--- config.mk ---
export PLATFORM = sky130hd
export DESIGN_NAME = sa_seq_ctrl
export DESIGN_NICKNAME = d
export VERILOG_FILES = /design/src/rtl/sa_seq_ctrl.sv
export SDC_FILE = /design/constraint.sdc
export NUM_CORES = 1
export LEC_CHECK = 0
export ABC_AREA = 0
export CAP_MARGIN = 20
export CORE_MARGIN = 1.5
export CORE_UTILIZATION = 50
export DETAILED_ROUTE_END_ITERATION = 6
export DONT_BUFFER_PORTS = 1
export GPL_ROUTABILITY_DRIVEN = 1
export PLACE_DENSITY_LB_ADDON = 0.3
export SYNTH_ARGS = -nofsm -noshare
export SYNTH_HDL_FRONTEND = slang
export SYNTH_SLANG_ARGS = --single-unit
--- constraint.sdc ---
create_clock -name clk -period 3.84 [get_ports clk]
set_input_delay 0.384 -clock clk [delete_from_list [all_inputs] [get_ports clk]]
set_output_delay 0.384 -clock clk [all_outputs]
set_load 0.05 [all_outputs]
--- src/rtl/sa_seq_ctrl.sv ---
// Sequencer for an NxN systolic array: clears the accumulators, streams K
// operand reads into the skew registers, waits for the array to drain, then
// pulses done. Every output comes straight from a flop.
module sa_seq_ctrl #(
  parameter int N   = 4,
  parameter int K_W = 8
) (
  input  logic           clk,
  input  logic           rst_n,
  input  logic           i_start,
  input  logic [K_W-1:0] i_k_len,
  input  logic           i_abort,
  output logic           o_busy,
  output logic           o_acc_clr,
  output logic           o_rd_en,
  output logic [K_W-1:0] o_rd_addr,
  output logic           o_feed_vld,
  output logic           o_done
);

  // Drain covers the operand skew plus propagation across the array.
  localparam int             DW         = $clog2(2 * N);
  localparam logic [DW-1:0]  DRAIN_LAST = DW'(2 * N - 1);

  typedef enum logic [2:0] {
    S_IDLE,
    S_CLEAR,
    S_FEED,
    S_DRAIN,
    S_DONE
  } state_t;

  state_t         r_state;
  logic [K_W-1:0] r_k;
  logic [DW-1:0]  r_drain_cnt;
  logic           r_busy;
  logic           r_acc_clr;
  logic           r_rd_en;
  logic [K_W-1:0] r_rd_addr;
  logic           r_feed_vld;
  logic           r_done;

  // Address of the final read; K is nonzero whenever FEED is entered, so
  // this never underflows. The read address doubles as the FEED counter.
  logic [K_W-1:0] w_last_addr;
  assign w_last_addr = r_k - K_W'(1);

  // Single FSM with registered outputs; reset and abort share the zeroing path.
  always_ff @(posedge clk) begin
    if (!rst_n || i_abort) begin
      r_state     <= S_IDLE;
      r_k         <= '0;
      r_drain_cnt <= '0;
      r_busy      <= 1'b0;
      r_acc_clr   <= 1'b0;
      r_rd_en     <= 1'b0;
      r_rd_addr   <= '0;
      r_feed_vld  <= 1'b0;
      r_done      <= 1'b0;
    end else begin
      // Feed valid tracks the one-cycle operand buffer read latency.
      r_feed_vld <= r_rd_en;
      r_acc_clr  <= 1'b0;
      r_done     <= 1'b0;
      case (r_state)
        S_IDLE: begin
          if (i_start) begin
            r_k    <= i_k_len;
            r_busy <= 1'b1;
            if (i_k_len != '0) begin
              r_state   <= S_CLEAR;
              r_acc_clr <= 1'b1;
            end else begin
              r_state <= S_DONE;
              r_done  <= 1'b1;
            end
          end
        end
        S_CLEAR: begin
          r_state   <= S_FEED;
          r_rd_en   <= 1'b1;
          r_rd_addr <= '0;
        end
        S_FEED: begin
          if (r_rd_addr == w_last_addr) begin
            r_state     <= S_DRAIN;
            r_rd_en     <= 1'b0;
            r_rd_addr   <= '0;
            r_drain_cnt <= '0;
          end else begin
            r_rd_addr <= r_rd_addr + K_W'(1);
          end
        end
        S_DRAIN: begin
          if (r_drain_cnt == DRAIN_LAST) begin
            r_state <= S_DONE;
            r_done  <= 1'b1;
          end else begin
            r_drain_cnt <= r_drain_cnt + DW'(1);
          end
        end
        S_DONE: begin
          r_state <= S_IDLE;
          r_busy  <= 1'b0;
        end
        default: begin
          r_state <= S_IDLE;
          r_busy  <= 1'b0;
        end
      endcase
    end
  end

  assign o_busy     = r_busy;
  assign o_acc_clr  = r_acc_clr;
  assign o_rd_en    = r_rd_en;
  assign o_rd_addr  = r_rd_addr;
  assign o_feed_vld = r_feed_vld;
  assign o_done     = r_done;

endmodule

==> flow_summary.toml <==
[outcome]
status = "finished, final reports clean"

[clock_network]
cts_buffers = 3
htree_num_levels = 1
cts.sinks = 27
clockBufferDepth = 2
cts_resized = 0
insertion_delay_ps = 330
cts_hold_buf = 0
clk_pin_slew_ps = 150
cts_tree = "done"
clockRootBuffer = "clkbuf_4"
postCtsSetupBuffers = 0

[timing]
hold_viol = 0
finalCriticalPeriod_ps = 2480
final-max-slew-violation-count = 0
worst_clock_skew_ps = 9.20
max_freq_mhz = 403
worst_slew_pin_slew_ps = 903
setup_tns_ps = 0
relSlewSlack_pct = 39.3
final.setup.worst_slack_ps = 1360
setup_viol = 0
finalCritPeriodShare_pct = 64.7
rsz0062_at_grt = "false"

[power_and_ir_drop]
p_seq_share_pct = 64.3
p_sw_mw = 0.120
power_leakage_nw = 0.507
peakVddDrop_uv = 204
p_int_mw = 0.341
finalPower_mw = 0.461
share_comb_of_total_power_pct = 8.5
switching_share_pct = 26.1
power.density_nw_per_um2 = 314
clkPwrFrac_pct = 27.1

[worst_setup_path]
end_kind = "register"
required_ps = 4060
worst_ep_arrival_time_ps = 2700
ff2ff_setup_slack_ps = 1360
crit_chain = "xnor2_1 > or4_1 > a22oi_1 > o211ai_4 > nor2_2 > o22ai_1"
worstPathMaxFanout = 8
worstSetupPathType = "register to register"
max_stage_delay_ps = 800
cp-start-kind = "register"
crit_slowest_cell = "dfxtp_1"

[cells_and_area]
syn_to_final_growth_pct = 3.25
stdcell_count = 201
drive_gt1_share_pct = 7.65
n_antenna_cell = 0
final_util_pct = 53.7
fillCellCount = 275
nets = 187

[global_route]
first_global_vias = 1134
grt.overflow.total = 0
grt_pass1_wl_um = 4770
antenna_found_initial = 0
grt_max_degree = 19
grt.total_usage_pct = 18.7

[synthesis]
synth_flop_cell = "dfxtp_1"
synth_most_common_cell = "nand2_1"
netlist_top_cells_area = "dfxtp_1 (38%), nand2_1 (7.7%), xor2_1 (4.3%)"
ys_warn_count = 0
syn_nets = 188
synth-edff-count = 0
ys_ff_latch = 27
yosysUniqueCellTypes = 40
netlist_instances = 172
yosys.area.top_type = "dfxtp_1"
netlist_top_cells_count = "nand2_1 (29), dfxtp_1 (27), a21oi_1 (12)"
async_reset_ff_share_pct = 0
yosys.area.top_type_share_pct = 38.0
avgSynthCellArea_um2 = 8.27
syn-cell-area_um2 = 1420
synth-seq-area-share_pct = 38.0

[floorplanning]
die_w_um = 56.3
die_h_um = 56.3
die_area_um2 = 3170
core_um2 = 2730
io_pins = 25
start_util_pct = 52.0
rows = 19

[route]
drc = 0
via_per_inst = 5.85
drtPass1Iterations = 4
wl_per_cell_um = 13.5
drt_iter0_drc = 53
postRouteAntennaNets = 0
vias = 1175
totalWireLength_um = 2720

[place]
dp_hpwl_um = 2120
io_buffers = 0
gp_congestion = 0.798
post-place-ws_ps = 1390
place_inst = 197

[hold_path]
min_path_type = "input port to register"

[job]
cap_violations = 0
final cells by class:
cell class	instances	area (um2)	share of cell area, %
Clock inverter	1	7.51	0.511
Sequential cell	27	541	36.8
Multi-Input combinational cell	129	822	56.0
Clock buffer	3	22.5	1.53
Inverter	10	37.5	2.56
Tap cell	31	38.8	2.64
placed cells by master, fill, tap and decap left out, types with 4 or more instances in the layout:
master / count
nor2_1: 10
nor3_1: 5
inv_1: 10
nand2_1: 29
ha_1: 4
dfxtp_1: 27
xnor2_1: 5
a21oi_1: 12
nand3_1: 10
o21ai_0: 8
xor2_1: 7
worst max-delay path: cells and delay by family, from the launching register on:
family / cells / cell delay, ps
and+or+nand+nor: 2 / 760
xor gates and xnor gates: 1 / 190
AOI/OAI and AO/OA: 3 / 620
DFF: 1 / 800
cells by family (layout without fill, tap and decap cells):
group | Yosys count | after routing | synth area share [%]
xor gates and xnor gates | 12 | 12 | 7.39
adders and majority gates | 4 | 4 | 3.52
and+or+nand+nor | 73 | 73 | 25.1
AOI/OAI and AO/OA | 40 | 40 | 21.8
DFF | 27 | 27 | 38.0
buffers and inverters | 16 | 14 | 4.22
sequential cells by signal, indices dropped and copies added (netlist names):
signal / count
o_acc_clr: 1
o_busy: 1
o_done: 1
o_feed_vld: 1
o_rd_addr: 8
o_rd_en: 1
r_drain_cnt: 3
r_k: 8
r_state: 3
final timing paths:
| path | from | endpoint | cells past startpoint |
|---|---|---|---|
| max reg2reg | o_rd_addr[6] | r_drain_cnt[0] | 6 |
| min | i_k_len[4] | r_k[4] | 2 |
| min reg2reg | r_drain_cnt[2] | r_drain_cnt[2] | 2 |
| max | o_rd_addr[6] | r_drain_cnt[0] | 6 |
power groups by stage:
stage	registers, mW	clock network, mW	logic (mW)
2_1_floorplan	0.300	0	0.0351
3_3_place_gp	0.302	0	0.0381
3_5_place_dp	0.303	0	0.0396
4_1_cts	0.297	0.131	0.0399
5_1_grt	0.298	0.140	0.0449
6_report	0.297	0.125	0.0394
per-layer routing:
layer / global-route usage (%) / wire (um) / vias to the layer above
met4: 9.86 / 49 / 0
li1: - / - / 607
met3: 2.30 / 57 / 5
met1: 22.8 / 1230 / 549
met5: 0 / 0 / -
met2: 31.9 / 1390 / 14
through the flow:
step / hold slack (ps) / area, um2
after floorplan: 451 / 1420
final: 169 / 1470
after detailed placement: 481 / 1440
after global placement: 462 / 1440
after global routing: 154 / 1470
after CTS: 159 / 1470
Power figures use the tool's default switching activity.
